### config.mk
export PLATFORM = sky130hd
export DESIGN_NAME = fifo_drain_skid
export DESIGN_NICKNAME = d
export VERILOG_FILES = /design/src/rtl/fifo_drain_skid.sv
export SDC_FILE = /design/constraint.sdc
export NUM_CORES = 1
export LEC_CHECK = 0
export ABC_AREA = 1
export CAP_MARGIN = 5
export CORE_UTILIZATION = 40
export CTS_CLUSTER_DIAMETER = 30
export DETAILED_ROUTE_END_ITERATION = 12
export PLACE_DENSITY = 0.67
export SLEW_MARGIN = 10
export SYNTH_ARGS = -nofsm -noshare
export SYNTH_HDL_FRONTEND = slang
export SYNTH_SLANG_ARGS = --single-unit
### constraint.sdc
create_clock -name clk -period 2.45 [get_ports clk]
set_input_delay 0.735 -clock clk [delete_from_list [all_inputs] [get_ports clk]]
set_output_delay 0.735 -clock clk [all_outputs]
set_load 0.03 [all_outputs]
### src/rtl/fifo_drain_skid.sv
// Drain stage for the circular-pointer FIFO: pops the FIFO and re-presents the
// words as a registered valid/ready stream through a 2-entry skid buffer.
module fifo_drain_skid #(
   parameter int WIDTH = 8,
   parameter int CNTW  = 16
) (
   input  logic             clk,
   input  logic             rst,
   input  logic             flush,
   input  logic             fifo_empty,
   input  logic [WIDTH-1:0] fifo_data,
   output logic             fifo_pop,
   output logic             out_valid,
   output logic [WIDTH-1:0] out_data,
   input  logic             out_ready,
   output logic [1:0]       occ,
   output logic [CNTW-1:0]  xfer_cnt
);

   // Skid occupancy doubles as the FSM state; encoding 3 is never entered.
   typedef enum logic [1:0] {
      S0 = 2'd0,
      S1 = 2'd1,
      S2 = 2'd2
   } state_t;

   state_t           state_q, state_d;
   logic [WIDTH-1:0] head_q, head_d;
   logic [WIDTH-1:0] tail_q, tail_d;
   logic [CNTW-1:0]  cnt_q;
   logic             take, give;

   // Handshake: a word moves on a rising clk edge when out_valid & out_ready;
   // once out_valid is high, out_valid and out_data hold until that edge.
   // fifo_pop looks only at registered occupancy, so out_ready never reaches it.
   assign fifo_pop  = !rst && !flush && !fifo_empty && (state_q != S2);
   assign take      = fifo_pop;
   assign out_valid = (state_q != S0);
   assign give      = out_valid && out_ready;
   assign out_data  = head_q;
   assign occ       = state_q;
   assign xfer_cnt  = cnt_q;

   always_ff @(posedge clk) begin
      if (rst) begin
         state_q <= S0;
         head_q  <= '0;
         tail_q  <= '0;
         cnt_q   <= '0;
      end else begin
         state_q <= state_d;
         head_q  <= head_d;
         tail_q  <= tail_d;
         if (give) begin
            cnt_q <= cnt_q + {{(CNTW-1){1'b0}}, 1'b1};
         end
      end
   end

   always_comb begin
      state_d = state_q;
      head_d  = head_q;
      tail_d  = tail_q;
      if (flush) begin
         state_d = S0;
      end else begin
         case (state_q)
            S0: begin
               if (take) begin
                  state_d = S1;
                  head_d  = fifo_data;
               end
            end
            S1: begin
               if (take && !give) begin
                  state_d = S2;
                  tail_d  = fifo_data;
               end else if (take && give) begin
                  head_d = fifo_data;
               end else if (give) begin
                  state_d = S0;
               end
            end
            S2: begin
               // take is structurally 0 here, so only a give can move us
               if (give) begin
                  state_d = S1;
                  head_d  = tail_q;
               end
            end
            default: state_d = S0;
         endcase
      end
   end

endmodule

==> results of run 1 <==
cells by family after synthesis:
logic type | synth area share
buf+inv | 0.0981
compound gates | 0.128
simple gates | 0.366
fa+ha+maj | 0.00737
flops | 0.401
cell usage in the layout, fill, tap and decap left out, drive strengths merged:
master / instances
a21oi: 22
nand3: 30
ha: 1
o21ai: 16
clkbuf: 6
o21a: 1
dfxtp: 34
nor3: 3
clkinv: 1
nand2: 56
dlymetal6s2s: 1
clkdlybuf4s50: 38
a21boi: 1
buf: 11
inv: 32
nand4: 3
nor2: 49
clkinvlp: 1
registers in the layout (all words and copies together) (netlist names):
| signal | cells |
|---|---|
| xfer_cnt | 16 |
| tail_q | 8 |
| occ | 2 |
| out_data | 8 |
cell type report:
type	count	area, um^2
Inverter	32	120
Sequential cell	34	681
Timing Repair Buffer	50	500
Fill cell	420	1720
Multi-Input combinational cell	182	852
Tap cell	50	62.6
Clock inverter	2	12.5
Clock buffer	6	82.6
Yosys cell counts, types with 3 or more instances:
library cell   n
o21ai_0       16
nand2_1       53
inv_1         28
nand3_1       27
inv_2          4
nor3_1         3
nor2_1        47
clkbuf_1       3
dfxtp_1       34
a21oi_1       21
nand3_2        3
nand4_1        3
worst max-delay path, stage by stage:
cell and delay, ns:
clkdlybuf4s50_1 0.49, nor2_2 0.16, nand3_2 0.10, inv_2 0.07, buf_4 0.15
power breakdown:
part / switching [W] / internal, W / total, W
logic: 0.0000811 / 0.0000690 / 0.000150
registers: 0.00000713 / 0.000563 / 0.000571
clock network: 0.000207 / 0.000226 / 0.000433
through the flow:
stage,TNS (ns),utilization
2_1_floorplan,0,-
3_3_place_gp,0,0.549
3_5_place_dp,0,0.549
4_1_cts,0,0.572
5_1_grt,-0.0275,0.574
6_report,0,0.574
final timing paths:
path | endpoint | slack [ns] | cells past startpoint
max | fifo_pop | 0.01 | 5
min | xfer_cnt[12] | 0.48 | 2
max reg2reg | tail_q[7] | 0.78 | 9
min reg2reg | xfer_cnt[12] | 0.48 | 2
layer usage:
layer	share of wire	track usage	vias to the layer above
li1	-	-	912
met1	0.49	0.259	710
met2	0.45	0.266	31
met3	0.038	0.0531	5
met4	0.014	0.0771	0
met5	0	0	-
what timing repair did:
| action | CTS | global route |
|---|---|---|
| setup endpoints to repair | 0 | 2 |
| gates resized for setup | 0 | 2 |
| hold buffers | 0 | 0 |
==> summary.md, run 1 <==
| Metric | Value |
|---|---|
| Min Hold Slack | 0.479 ns |
| Worst slack at placement | 0.0129 ns |
| CTS root buf | clkbuf_8 |
| Synth Warn # | 0 |
| Clk buf depth | 2 |
| Die area | 0.00451 mm^2 |
| DRC | 0 |
| Min cycle time layout | 2.44 ns |
| Pin count of the biggest net entering global routing | 17 |
| # setup viols final | 0 |
| WS Path Type | input port to output pin |
| Top cell type's share of synthesized area | 0.401 |
| Max Slew Vio Count | 0 |
| WL per Instance | 10.6 um |
| R2R Path Start | occ[0] |
| CTS tree | done |
| Fin cells | 356 |
| Prevailing post-synth register cell | dfxtp_1 |
| Clk slew on worst S/H paths | 0.07 ns |
| Initial core utilization | 0.421 |
| Number of global-route vias before repair | 1426 |
| Clock skew | 0.00441 ns |
| Post-route antenna net violation count | 0 |
| Outcome | completed |
| Gr ovfl total | 0 |
| Vias/cell | 4.66 |
| Buffers on Ports | 40 |
| Mapped Cells | 255 |
| Critical Path Start | rst |
| Leak Pwr | 0.969 nW |
| Number of antenna diodes | 0 |
| Total number of vias | 1658 |
| Setup repair bufs after CTS | 0 |
| EDFF count, synth | 0 |
| Share of layout cells above drive strength 1 | 0.108 |
| Tot Pwr | 0.00115 W |
| Final instance area | 0.00231 mm^2 |
| Hold_sp | xfer_cnt[12] |
| Clk_lat worst skew | 0.28 ns |
| Slew @ Worst Pin | 0.759 ns |
| Worst IR Drop VDD | 0.365 mV |
| Syn_area_per_cell | 6.65 um^2 |
| Fin nets | 319 |
| Post-Place Cell Area | 0.00221 mm^2 |
| Crit Path Max Fanout | 2 |
| Crit path DAT | 1.70 ns |
| Largest cells by area after synthesis | dfxtp_1 (40%), nand2_1 (12%), nor2_1 (10%) |
| Period utilisation layout | 0.995 |
| Register area share after synthesis | 0.401 |
| WP data required | 1.71 ns |
| Global-route wire length before repair | 6330 um |
| Syn-to-layout area delta | 36.2% |
| # rows | 23 |
| Die height | 67.1 um |
| Pre-Repair DR Iteration Count | 4 |
| Cell Pwr Density | 499 mW/mm^2 |
| Initial antenna violation count | 0 |
| CP Capture Type | output pin |
| Final hold vios | 0 |
| CTS Sinks | 34 |
| Die X | 67.1 um |
| Setup ws final | 0.0124 ns |
| Final wirelength | 3780 um |
| Yosys reg bits | 34 |
| Max-Cap Viols | 0 |
| Yosys top cell by area | dfxtp_1 |
| Unique masters post-synth | 22 |
| HP Class | flop to flop |
| Initial DRC Count | 75 |
| CORE AREA | 0.00403 mm^2 |
| Boundary Pins | 41 |
| Startpoint types | input port |
| Mapped Area | 0.00170 mm^2 |
| CTS Buf Count | 5 |
| F_max | 410 MHz |
| Async SR Flop Fraction | 0 |
| Synthesized Nets | 269 |
| Routability congestion estimate | 0.860 |
| CTS H-Tree Depth | 2 |
| Worst slew margin | 0.490 |
| DP Cell Count | 348 |
| Final HPWL DP | 2730 um |
| Tot GR Track Use | 0.186 |
Note: power is estimated with default switching activity, not from simulation.
==> run 2: changes to the inputs <==
--- a/config.mk
+++ b/config.mk
@@ -5,12 +5,11 @@
 export SDC_FILE = /design/constraint.sdc
 export NUM_CORES = 1
 export LEC_CHECK = 0
-export ABC_AREA = 1
 export CAP_MARGIN = 5
 export CORE_UTILIZATION = 40
 export CTS_CLUSTER_DIAMETER = 30
 export DETAILED_ROUTE_END_ITERATION = 12
-export PLACE_DENSITY = 0.67
+export PLACE_DENSITY = 0.68
 export SLEW_MARGIN = 10
 export SYNTH_ARGS = -nofsm -noshare
 export SYNTH_HDL_FRONTEND = slang
==> summary.md, run 2 <==
| Metric | Value |
|---|---|
| Largest family of logic cells by synthesized area | simple AND/OR/NAND/NOR gates |
| Most common cell in the netlist | nor2_1 |
| Worst slew margin | 0.742 (+0.252) |
| Startpoint types | input port |
| Initial core utilization | 0.420 (-0.00151) |
| Synth Area in Simple Gates | 0.225 (-0.141) |
| EDFF count, synth | 0 (unchanged) |
| Buffers on Ports | 40 (unchanged) |
| Crit path DAT | 1.65 ns (-0.05 ns) |
| Mapped Cells | 163 (-36%) |
| M1 WL | 1750 um (-6.4%) |
| CORE AREA | 0.00369 mm^2 (-8.4%) |
| Unique masters post-synth | 36 (+64%) |
| Commonest non-fill, non-tap cell in the layout | clkdlybuf4s50_1 |
| Most frequent cells in the layout | clkdlybuf4s50_1 (38), nor2_1 (35), dfxtp_1 (34) |
| Register area share after synthesis | 0.440 (+0.0386) |
| Cell Pwr Density | 514 mW/mm^2 (+2.9%) |
| Register area | 681 um^2 (unchanged) |
| Prevailing post-synth register cell | dfxtp_1 |
| Final HPWL DP | 2510 um (-8.2%) |
| Pre-Repair DR Iteration Count | 4 (unchanged) |
| Compound-cell area share of the yosys netlist | 0.0938 (-0.0338) |
| Pin count of the biggest net entering global routing | 37 (+20) |
| Worst path max stage delay | 0.44 ns (-0.05 ns) |
| Post-synthesis mux area share | 0.138 (+0.138) |
| Syn_area_per_cell | 9.50 um^2 (+43%) |
| CP bufs+invs | 2 (-1) |
| Yosys top cell by area | dfxtp_1 |
| Synth cell count leaders | nor2_1 (36), dfxtp_1 (34), mux2i_1 (18) |
| Routability congestion estimate | 0.753 (-12%) |
| Max-Cap Viols | 0 (unchanged) |
| Final wirelength | 3430 um (-9.1%) |
| Share of layout cells above drive strength 1 | 0.150 (+0.0417) |
| Crit Path Max Fanout | 2 (unchanged) |
| CTS H-Tree Depth | 2 (unchanged) |
| Number of global-route vias before repair | 1242 (-13%) |
| RSZ-0062 raised after global routing | no |
| Synth Area in Adders | 0.00808 (+0.000709) |
| Critical Path, Cell by Cell | clkdlybuf4s50_1 > nor2_2 > nand2_1 > nor2_1 > buf_4 |
| Switch Pwr | 0.000260 W (-12%) |
| Final-layout fill cell count | 337 (-20%) |
| Yosys reg bits | 34 (unchanged) |
| Mapped Area | 0.00155 mm^2 (-8.8%) |
| Clock share of power | 0.357 (-0.018) |
| Hold_sp | tail_q[7] |
| CP Capture Type | output pin |
| WL per Instance | 13.1 um (+24%) |
| Async SR Flop Fraction | 0 (unchanged) |
| WL met3 | 126 um (-11%) |
| Boundary Pins | 41 (unchanged) |
| F_max | 419 MHz (+2.0%) |
| Critical Path Start | flush |
| Synthesized Nets | 177 (-34%) |
| Setup repair bufs after CTS | 0 (unchanged) |
| Final hold vios | 0 (unchanged) |
| # rows | 22 (-4.3%) |
| XOR/XNOR Fraction of Synth Area | 0.0622 (+0.0622) |
| Post-route antenna net violation count | 0 (unchanged) |
| Clk_lat worst skew | 0.28 ns (about the same) |
| Vias/cell | 4.95 (+6.4%) |
| Largest cells by area after synthesis | dfxtp_1 (44%), mux2i_1 (12%), nor2_1 (8.7%) |
| Synth Warn # | 0 (unchanged) |
| Die area | 0.00412 mm^2 (-8.5%) |
| HP Class | flop to flop |
| Met2 WL | 1520 um (-11%) |
| Initial antenna violation count | 0 (unchanged) |
| Fin nets | 229 (-28%) |
| Worst slack at placement | -0.0292 ns (-0.0421 ns) |
| Worst IR Drop VDD | 0.244 mV (-33%) |
| Clk slew on worst S/H paths | 0.06 ns (about the same) |
| Clock skew | 0.00287 ns (-0.00154 ns) |
| Slew @ Worst Pin | 0.387 ns (-0.372 ns) |
| Tot GR Track Use | 0.183 (-0.00303) |
| Sequential share of power | 0.516 (+0.022) |
| Global-route wire length before repair | 5820 um (-8.2%) |
| Total number of vias | 1298 (-22%) |
| Leak Pwr | 0.913 nW (-5.7%) |
| Initial DRC Count | 63 (-16%) |
| Crit path max-delay family | buffers and inverters |
| # setup viols final | 0 (unchanged) |
| Comb power frac | 0.127 (-0.003) |
| CTS root buf | clkbuf_8 |
| WP data required | 1.71 ns (about the same) |
| CTS Buf Count | 5 (unchanged) |
| R2R Path Start | occ[0] |
| Die X | 64.2 um (-4.4%) |
| Number of antenna diodes | 0 (unchanged) |
| Top layer in use | met4 |
| Gr ovfl total | 0 (unchanged) |
| Sw Ratio | 0.235 (-0.0215) |
| Period utilisation layout | 0.975 (-0.0197) |
| Clk buf depth | 2 (unchanged) |
| DRC | 0 (unchanged) |
| Outcome | completed |
| Min cycle time layout | 2.39 ns (-0.0484 ns) |
| CTS Sinks | 34 (unchanged) |
| Area of the multi-input gates | 818 um^2 (-4.0%) |
| Internal power | 0.000848 W (-1.2%) |
| WS Path Type | input port to output pin |
| Max reg flops | 16 (unchanged) |
| Setup ws final | 0.0608 ns (+0.0484 ns) |
| Die height | 64.2 um (-4.4%) |
| Tot Pwr | 0.00111 W (-4.0%) |
| Top cell type's share of synthesized area | 0.440 (+0.0386) |
| Max Slew Vio Count | 0 (unchanged) |
| CTS tree | done |
| Syn-to-layout area delta | 39.3% |
| Slowest stage cell, crit path | clkdlybuf4s50_1 |
-- run 2: what timing repair did --
action | in CTS | in global routing
endpoints found under the setup margin | 1 | 1
pin swaps | 0 | 1
hold buffers | 0 | 0
resized for setup | 2 | 0
-- run 2: cell type report --
class                      count  share of cell area
multi-input combinational    120               0.380
clock buffer                   6              0.0383
tap                           48              0.0279
timing repair buffer          54               0.239
sequential                    34               0.316
-- run 2: power by group through the flow --
stage	Combinational (W)	Sequential, W	Clock (W)
global route	0.000151	0.000572	0.000425
detailed placement	0.000141	0.000584	0
global placement	0.000138	0.000583	0
floorplan	0.0000521	0.000605	0
CTS	0.000142	0.000571	0.000407
finish	0.000141	0.000571	0.000396
-- run 2: routing by layer --
layer	GRT usage	vias to the layer above
met5	0	-
met4	0.0750	0
met3	0.0375	5
met2	0.283	28
met1	0.248	590
li1	-	675
-- run 2: final timing paths --
check | endpoint | slack, ns | depth (start not counted)
max | fifo_pop | 0.06 | 5
min | tail_q[7] | 0.49 | 2
min reg2reg | tail_q[7] | 0.49 | 2
max reg2reg | out_data[5] | 0.71 | 6
-- run 2: metrics by stage --
stage                     utilization  cell area, um^2  hold WS [ns]  setup TNS, ns  cells
after floorplan                     -             1550         0.463              0    163
after global placement          0.562             2070         0.473              0    256
after detailed placement        0.562             2070         0.485        -0.0534    256
after CTS                       0.584             2160         0.499              0    262
after global routing            0.584             2160         0.525              0    262
final                           0.584             2160         0.495              0    262
-- run 2: logic make-up (layout without fill, tap and decap cells) --
family / after synthesis / count (layout)
flops: 34 / 34
simple gates: 70 / 70
buf+inv: 9 / 60
fa+ha+maj: 1 / 1
mux: 21 / 21
xor+xnor: 11 / 11
compound gates: 17 / 17
-- run 2: worst min-delay path, stage by stage, from the launching register on --
cell	delay [ns]
dfxtp_1	0.32
mux2i_1	0.06
nor2_1	0.07
